$ cat src/rtl/arr_stim.sv
// -----------------------------------------------------------------------------
// arr_stim
// Stimulus source for the `arr` equality checkers inside `duv`. On a start
// pulse it issues a programmed number of pseudo-random vectors, driving the
// same value on sig0 and sig1 so a checker sees matching inputs. When built
// with the macro ARR_STIM_INJECT_EN, one selected vector can be issued with
// bit 0 of sig1 inverted to exercise the checker's fail path.
//
// Parameters:
//   LENGTH  width of sig0/sig1 (1..255)
//   CNT_W   width of the vector count, inject index and sent counter
//
// Ports:
//   stim_clk_ip     clock
//   stim_rst_ip     asynchronous active-high reset
//   stim_start_ip   start request, only honoured in IDLE
//   stim_hold_ip    stall; no vector is issued while high
//   stim_count_ip   number of vectors to issue (latched on start)
//   stim_seed_ip    LFSR seed (latched on start, 0 replaced by 1)
//   stim_inject_ip  1-based index of vector to corrupt, 0 = none
//                   (used only when ARR_STIM_INJECT_EN is defined)
//   stim_sig0_op    reference vector
//   stim_sig1_op    compare vector
//   stim_valid_op   a vector was issued this cycle
//   stim_busy_op    sequence in progress
//   stim_done_op    one-cycle completion pulse
//   stim_sent_op    vectors issued since the last start
//
// Handshake: stim_valid_op is a qualifier only; there is no ready. A vector
// is presented for exactly the one cycle in which valid is high, and hold
// is the only back-pressure (a held cycle issues nothing and loses nothing).
// -----------------------------------------------------------------------------
module arr_stim #(
   parameter int LENGTH = 8,
   parameter int CNT_W  = 16
) (
   input  logic              stim_clk_ip,
   input  logic              stim_rst_ip,
   input  logic              stim_start_ip,
   input  logic              stim_hold_ip,
   input  logic [CNT_W-1:0]  stim_count_ip,
   input  logic [31:0]       stim_seed_ip,
   input  logic [CNT_W-1:0]  stim_inject_ip,
   output logic [LENGTH-1:0] stim_sig0_op,
   output logic [LENGTH-1:0] stim_sig1_op,
   output logic              stim_valid_op,
   output logic              stim_busy_op,
   output logic              stim_done_op,
   output logic [CNT_W-1:0]  stim_sent_op
);

   localparam logic [1:0] ST_IDLE = 2'd0;
   localparam logic [1:0] ST_RUN  = 2'd1;
   localparam logic [1:0] ST_DONE = 2'd2;

   localparam logic [31:0] LFSR_TAPS = 32'h8020_0003;

   logic [1:0]        r_state;
   logic [31:0]       r_lfsr;
   logic [CNT_W-1:0]  r_count;
   logic [CNT_W-1:0]  r_sent;
   logic [LENGTH-1:0] r_sig0;
   logic [LENGTH-1:0] r_sig1;
   logic              r_valid;
   logic              r_busy;
   logic              r_done;

   logic [31:0]       w_lfsr_next;
   logic [31:0]       w_seed;
   logic [LENGTH-1:0] w_vector;
   logic [LENGTH-1:0] w_sig1;
   logic [CNT_W-1:0]  w_sent_inc;
   logic              w_last;

   // Galois right-shift LFSR step.
   assign w_lfsr_next = (r_lfsr >> 1) ^ (r_lfsr[0] ? LFSR_TAPS : 32'h0);
   // An all-zero LFSR would lock up, so a zero seed is promoted to 1.
   assign w_seed      = (stim_seed_ip == 32'h0) ? 32'h1 : stim_seed_ip;
   assign w_sent_inc  = r_sent + {{(CNT_W-1){1'b0}}, 1'b1};
   assign w_last      = (w_sent_inc == r_count);

   // The LFSR is repeated across the vector width so every bit of a wide
   // vector toggles; bit 0 of the vector is always LFSR bit 0.
   always_comb begin
      w_vector = '0;
      for (int i = 0; i < LENGTH; i++) begin
         w_vector[i] = r_lfsr[i % 32];
      end
   end

`ifdef ARR_STIM_INJECT_EN
   logic [CNT_W-1:0] r_inject;
   logic             w_corrupt;

   // Index 0 never matches a 1-based position, and an index beyond the
   // count is never reached, so both mean "no corruption".
   assign w_corrupt = (r_inject != '0) && (w_sent_inc == r_inject);

   always_comb begin
      w_sig1    = w_vector;
      w_sig1[0] = w_vector[0] ^ w_corrupt;
   end

   always_ff @(posedge stim_clk_ip or posedge stim_rst_ip) begin
      if (stim_rst_ip) begin
         r_inject <= '0;
      end else if ((r_state == ST_IDLE) && stim_start_ip) begin
         r_inject <= stim_inject_ip;
      end
   end
`else
   logic w_unused_inject;

   // Port kept for a stable interface; no corruption logic exists here.
   assign w_unused_inject = ^stim_inject_ip;
   assign w_sig1          = w_vector;
`endif

   always_ff @(posedge stim_clk_ip or posedge stim_rst_ip) begin
      if (stim_rst_ip) begin
         r_state <= ST_IDLE;
         r_lfsr  <= '0;
         r_count <= '0;
         r_sent  <= '0;
         r_sig0  <= '0;
         r_sig1  <= '0;
         r_valid <= 1'b0;
         r_busy  <= 1'b0;
         r_done  <= 1'b0;
      end else begin
         r_valid <= 1'b0;
         r_done  <= 1'b0;
         case (r_state)
            ST_IDLE: begin
               if (stim_start_ip) begin
                  r_count <= stim_count_ip;
                  r_lfsr  <= w_seed;
                  r_sent  <= '0;
                  r_busy  <= 1'b1;
                  r_state <= (stim_count_ip == '0) ? ST_DONE : ST_RUN;
               end
            end
            ST_RUN: begin
               if (!stim_hold_ip) begin
                  r_sig0  <= w_vector;
                  r_sig1  <= w_sig1;
                  r_valid <= 1'b1;
                  r_lfsr  <= w_lfsr_next;
                  r_sent  <= w_sent_inc;
                  if (w_last) begin
                     r_state <= ST_DONE;
                  end
               end
            end
            ST_DONE: begin
               r_done  <= 1'b1;
               r_busy  <= 1'b0;
               r_state <= ST_IDLE;
            end
            default: begin
               r_busy  <= 1'b0;
               r_state <= ST_IDLE;
            end
         endcase
      end
   end

   assign stim_sig0_op  = r_sig0;
   assign stim_sig1_op  = r_sig1;
   assign stim_valid_op = r_valid;
   assign stim_busy_op  = r_busy;
   assign stim_done_op  = r_done;
   assign stim_sent_op  = r_sent;

endmodule

$ cat config.mk
export PLATFORM = sky130hd
export DESIGN_NAME = arr_stim
export DESIGN_NICKNAME = d
export VERILOG_FILES = /design/src/rtl/arr_stim.sv
export SDC_FILE = /design/constraint.sdc
export NUM_CORES = 1
export LEC_CHECK = 0
export CAP_MARGIN = 15
export CORE_ASPECT_RATIO = 0.7
export CORE_MARGIN = 3
export CORE_UTILIZATION = 53
export DETAILED_ROUTE_END_ITERATION = 16
export GPL_ROUTABILITY_DRIVEN = 0
export PLACE_DENSITY = 0.86
export SLEW_MARGIN = 20
export SYNTH_ARGS = -nofsm -noshare
export SYNTH_HDL_FRONTEND = slang
export SYNTH_SLANG_ARGS = --single-unit
$ cat constraint.sdc
create_clock -name stim_clk_ip -period 5.4 [get_ports stim_clk_ip]
set_input_delay 1.08 -clock stim_clk_ip [delete_from_list [all_inputs] [get_ports stim_clk_ip]]
set_output_delay 1.08 -clock stim_clk_ip [all_outputs]
set_load 0.01 [all_outputs]
==> impl_metrics.ini, run 1 <==
[logic_synthesis]
async_flop_share_pct = 100
muxShareOfSynthArea_pct = 0
syn-instance-count = 462
avgSynthCellArea_um2 = 8.47
syn-num-nets = 531
synth_seq_area_share_pct = 49.3
synth_top_family_by_area = simple AND/OR/NAND/NOR gates
synth_warnings = 0
synthXorXnorAreaFrac_pct = 6.01
synth_flop_cell = dfrtp_1
ys_ff_latch = 77
synthSimpleGateAreaFrac_pct = 27.0
syn_area_um2 = 3910
synth-compound-area-share_pct = 12.4
ys_types = 43
synth_edf_count = 0
synth-adder-area-share_pct = 0.320

[power]
ir_drop_uv = 239
p_leak_nw = 2.18
total_power_mw = 2.40
p_per_area_nw_per_um2 = 484

[setup_path]
crit_type = primary input to register
critical_path_peak_fanout = 24
crit_required_ns = 5.62
start_kind = primary input
worstPathArrival_ns = 3.13
endpoint_kind = register

[routing]
first_pass_iters = 7
num_vias = 3481
postRouteAntennaNets = 0
drtIter0Drc = 247
wl_per_cell_um = 15.3
drc = 0
routed_wl_um = 9540
avgViaCountPerCell = 5.58

[placement]
placed_cell_area_um2 = 4740
place_worst_setup_slack_ns = 2.15
io_buffers = 86
dp_hpwl_um = 6880

[timing]
tns_ns = 0
setup_violations = 0
worst_clock_skew_ns = 0.00773
timing.slew.headroom_pct = 26.9
fin_crit_ns = 2.91
worst_slack_ns = 2.49
fmax_mhz = 344
tightest_slew_ns = 1.09
rsz0062_at_grt = false
hold_ws_ns = 0.470
hold_viol = 0
fin_crit_sh_pct = 53.8
slew_violations = 0

[run]
max-cap-violations = 0

[layout]
fin_area_um2 = 4950
final_cell_mix = nand2_1 (149), clkdlybuf4s50_1 (86), dfrtp_1 (77), nor2_1 (37), o21ai_0 (26)
n_fill_cell = 557
final_nets = 595
multiInputGateArea_um2 = 1790
area_growth_pct = 26.5
n_antenna_cell = 0
layout_commonest_cell = nand2_1
drive_gt1_share_pct = 5.28
seq_area_um2 = 1930

[floorplan]
die_h_um = 77.9
core_um2 = 6940
pin_count = 103
die-area_um2 = 8460
initial_core_util_pct = 56.3
die_w_um = 109
placementRows = 25

[cts]
holdBufCountCts = 0
cts_resized = 0
cts_htree_levels = 3
cts_buffers = 9
clockBufferDepth = 2
clock_sinks = 77
cts_tree = yes
cts_setup_buffers = 0
clkSlewWorstSetupHoldPaths_ns = 0.08
cts_root_buf = clkbuf_8
insertion_delay_ns = 0.35

[grt]
grt_first_pass_wirelength_um = 16100
grt_max_degree = 49
grt_antenna_before_repair = 0
grt_pass1_vias = 3290
gr-total-overflow = 0
grtUsageTotal_pct = 24.1

[min_path]
worst_hold_path_type = register to register

[status]
status = finished clean
[area by class of cell]
class | instances | area share [%]
Clock buffer | 11 | 2.66
Sequential cell | 77 | 39.0
Inverter | 4 | 0.304
Multi-Input combinational cell | 344 | 36.2
Timing Repair Buffer | 90 | 18.0
Tap cell | 94 | 2.38
Clock inverter | 4 | 1.49
[Yosys cell counts (all sizes together) (2+ instances only)]
library cell  count  area (um^2)
o311ai            2         17.5
buf              17          106
nand4             9         68.8
a21oi             7         35.0
nor4             15          100
xor2             10         87.6
nand2           149          559
and4              2         17.5
nor2             38          145
a22o              2         17.5
inv               4         15.0
nand2b            5         31.3
nor2b             2         12.5
and3              4         30.0
a31oi            25          156
a22oi             6         45.0
o31ai             6         45.0
nand3             9         50.1
clkbuf           20         75.1
o21ai            26          130
xnor2            16          148
dfrtp            77         1930
[registers in the layout (all words and copies together), names as in the netlist]
| register | cells |
|---|---|
| stim_done_op | 1 |
| r_lfsr | 32 |
| stim_valid_op | 1 |
| stim_sent_op | 16 |
| stim_sig1_op | 8 |
| r_state | 2 |
| stim_busy_op | 1 |
| r_count | 16 |
[final timing paths]
kind                               start                to  slack (ns)  cells after the start
setup / recovery           stim_start_ip  stim_sent_op[15]        2.49                      6
hold / removal                r_state[0]      stim_done_op        0.47                      1
setup reg to reg              r_state[1]  stim_sent_op[15]        2.55                      7
hold reg to reg               r_state[0]      stim_done_op        0.47                      1
max in group asynchronous    stim_rst_ip        r_state[0]        3.19                      3
min in group asynchronous    stim_rst_ip   stim_sent_op[9]        1.21                      2
[power breakdown]
part,total [mW],internal [mW],switching (mW)
Clock,0.460,0.258,0.202
Combinational,0.960,0.437,0.523
Sequential,0.976,0.788,0.188
Total,2.40,1.48,0.912
[per-layer routing]
| layer | part of all wire, % | up-vias | GRT usage (%) | routed length, um |
|---|---|---|---|---|
| li1 | - | 1694 | - | - |
| met1 | 46 | 1599 | 35.3 | 4350 |
| met2 | 44 | 158 | 34.9 | 4200 |
| met3 | 8.0 | 30 | 5.90 | 765 |
| met4 | 2.4 | 0 | 8.70 | 230 |
| met5 | 0 | - | 0 | 0 |
[metrics by stage]
stage,std cells,util (%)
6_report,624,71.2
5_1_grt,624,71.2
4_1_cts,624,71.2
3_5_place_dp,609,68.3
3_3_place_gp,609,68.3
2_1_floorplan,462,-
[critical path, cell delays in order]
cell,delay (ns)
clkdlybuf4s50_1,0.48
and2_1,0.66
nor2_1,0.33
buf_4,0.29
o21ai_0,0.18
o21ai_0,0.11
[logic make-up (layout without fill, tap and decap cells)]
group	count (synthesis)	count (layout)
and+or+nand+nor	238	238
adders and majority gates	1	1
AOI/OAI and AO/OA	79	79
DFF	77	77
buffers and inverters	41	109
xor gates and xnor gates	26	26
(Power assumes the default switching activity.)
==> run 2, diff against run 1 <==
--- a/config.mk
+++ b/config.mk
@@ -8,10 +8,10 @@
 export CAP_MARGIN = 15
 export CORE_ASPECT_RATIO = 0.7
 export CORE_MARGIN = 3
-export CORE_UTILIZATION = 53
+export CORE_UTILIZATION = 49
 export DETAILED_ROUTE_END_ITERATION = 16
 export GPL_ROUTABILITY_DRIVEN = 0
-export PLACE_DENSITY = 0.86
+export PLACE_DENSITY = 0.8
 export SLEW_MARGIN = 20
 export SYNTH_ARGS = -nofsm -noshare
 export SYNTH_HDL_FRONTEND = slang
==> constraint.sdc (replaced) <==
create_clock -name stim_clk_ip -period 2.8 [get_ports stim_clk_ip]
set_input_delay 0.56 -clock stim_clk_ip [delete_from_list [all_inputs] [get_ports stim_clk_ip]]
set_output_delay 0.56 -clock stim_clk_ip [all_outputs]
set_load 0.01 [all_outputs]
==> impl_metrics.ini, run 2 (same netlist as run 1, synthesis figures left out) <==
[power]
total_power_mw = 5.04
p_per_area_nw_per_um2 = 980
p_leak_nw = 2.27
ir_drop_uv = 472

[timing]
setup_violations = 0
worst_clock_skew_ns = 0.00539
fmax_mhz = 381
rsz0062_at_grt = false
fin_crit_ns = 2.62
fin_crit_sh_pct = 93.6
hold_viol = 0
slew_violations = 0
timing.slew.headroom_pct = 59.3
tightest_slew_ns = 0.605
tns_ns = 0

[floorplan]
initial_core_util_pct = 52.0
placementRows = 26
die-area_um2 = 9110
pin_count = 103
core_um2 = 7510
die_w_um = 113
die_h_um = 80.8

[cts]
cts_htree_levels = 3
cts_root_buf = clkbuf_16
holdBufCountCts = 0
clockBufferDepth = 2
clock_sinks = 77
cts_tree = yes
clkSlewWorstSetupHoldPaths_ns = 0.06
insertion_delay_ns = 0.34
cts_buffers = 9

[setup_path]
critical_path_peak_fanout = 10
worstReg2RegStart = stim_sent_op[8]
crit_end = r_state[0]
crit_type = register to register
worst_r2r_path_depth = 6
cp-startpoint = stim_sent_op[8]
worstPathArrival_ns = 2.84
start_kind = register
worstReg2RegEnd = r_state[0]
rrSetupSlack_ns = 0.18
crit_required_ns = 3.02
endpoint_kind = register

[grt]
grt_max_degree = 60
grt_first_pass_wirelength_um = 16800
grt_pass1_vias = 3458
gr-total-overflow = 0
grtUsageTotal_pct = 23.2
grt_antenna_before_repair = 0

[min_path]
worst_hold_path_type = register to register
hp-start = r_lfsr[25]

[routing]
num_vias = 3560
drtIter0Drc = 232
routed_wl_um = 10100
avgViaCountPerCell = 5.59
wl_per_cell_um = 15.9
first_pass_iters = 5
drc = 0
postRouteAntennaNets = 0

[layout]
n_fill_cell = 613
final_cell_mix = nand2_1 (149), clkdlybuf4s50_1 (86), dfrtp_1 (77), nor2_1 (37), o21ai_0 (26)
top_register = r_lfsr
area_growth_pct = 31.5
n_antenna_cell = 0
largest_register_ff_count = 32
final_nets = 603
layout_commonest_cell = nand2_1
drive_gt1_share_pct = 7.42

[placement]
io_buffers = 86
dp_hpwl_um = 7310

[status]
status = finished clean

[run]
max-cap-violations = 0
run 2: what timing repair did:
item | 4_1_cts | 5_1_grt
setup buffers | 0 | 0
setup endpoints to repair | 0 | 1
resized for setup | 0 | 1
run 2: stage by stage:
step	utilization, %	worst slack [ns]	hold WS, ns	instances	area (um^2)
floorplan	-	0.273	0.440	462	3910
global placement	64.1	0.281	0.460	621	4820
detailed placement	64.1	0.175	0.466	621	4820
CTS	68.4	0.148	0.480	637	5140
global route	68.5	0.00473	0.501	637	5140
finish	68.5	0.178	0.481	637	5140
run 2: how the worst min path moves through the flow:
| stage | endpoint | depth (start not counted) | slack (ns) |
|---|---|---|---|
| finish | r_lfsr[25] | 2 | 0.48 |
| global route | r_lfsr[28] | 2 | 0.50 |
| CTS | r_lfsr[28] | 2 | 0.48 |
| detailed placement | r_lfsr[28] | 2 | 0.47 |
| global placement | r_lfsr[26] | 2 | 0.46 |
| floorplan | stim_done_op | 1 | 0.44 |
run 2: power by group:
group | total (mW) | internal (mW) | switching [mW] | leakage, nW
registers | 1.88 | 1.52 | 0.354 | 0.926
clock network | 1.23 | 0.766 | 0.459 | 0.151
logic | 1.94 | 0.889 | 1.05 | 1.19
total | 5.04 | 3.18 | 1.86 | 2.27
run 2: layout make-up:
class,instances,area (um^2),share of cell area (%)
multi-input combinational,344,1800,34.9
timing repair buffer,98,963,18.7
clock buffer,12,267,5.18
inverter,4,15.0,0.292
clock inverter,4,53.8,1.05
sequential,77,1930,37.5
tap,98,123,2.38
run 2: per-layer routing:
layer	vias to the layer above	global-route usage, %	share of wire, %	routed length (um)
li1	1717	-	-	-
met1	1705	32.6	46	4610
met2	129	37.3	46	4660
met3	9	5.21	7.2	729
met4	0	5.40	1.0	104
met5	-	0	0	0
run 2: worst max-delay path, stage by stage (launching register included):
cell and delay (ns):
dfrtp_1 0.53, nand4_2 0.28, nor4_1 0.62, xnor2_1 0.19
nand4_1 0.11, or4_4 0.57, a22o_1 0.20
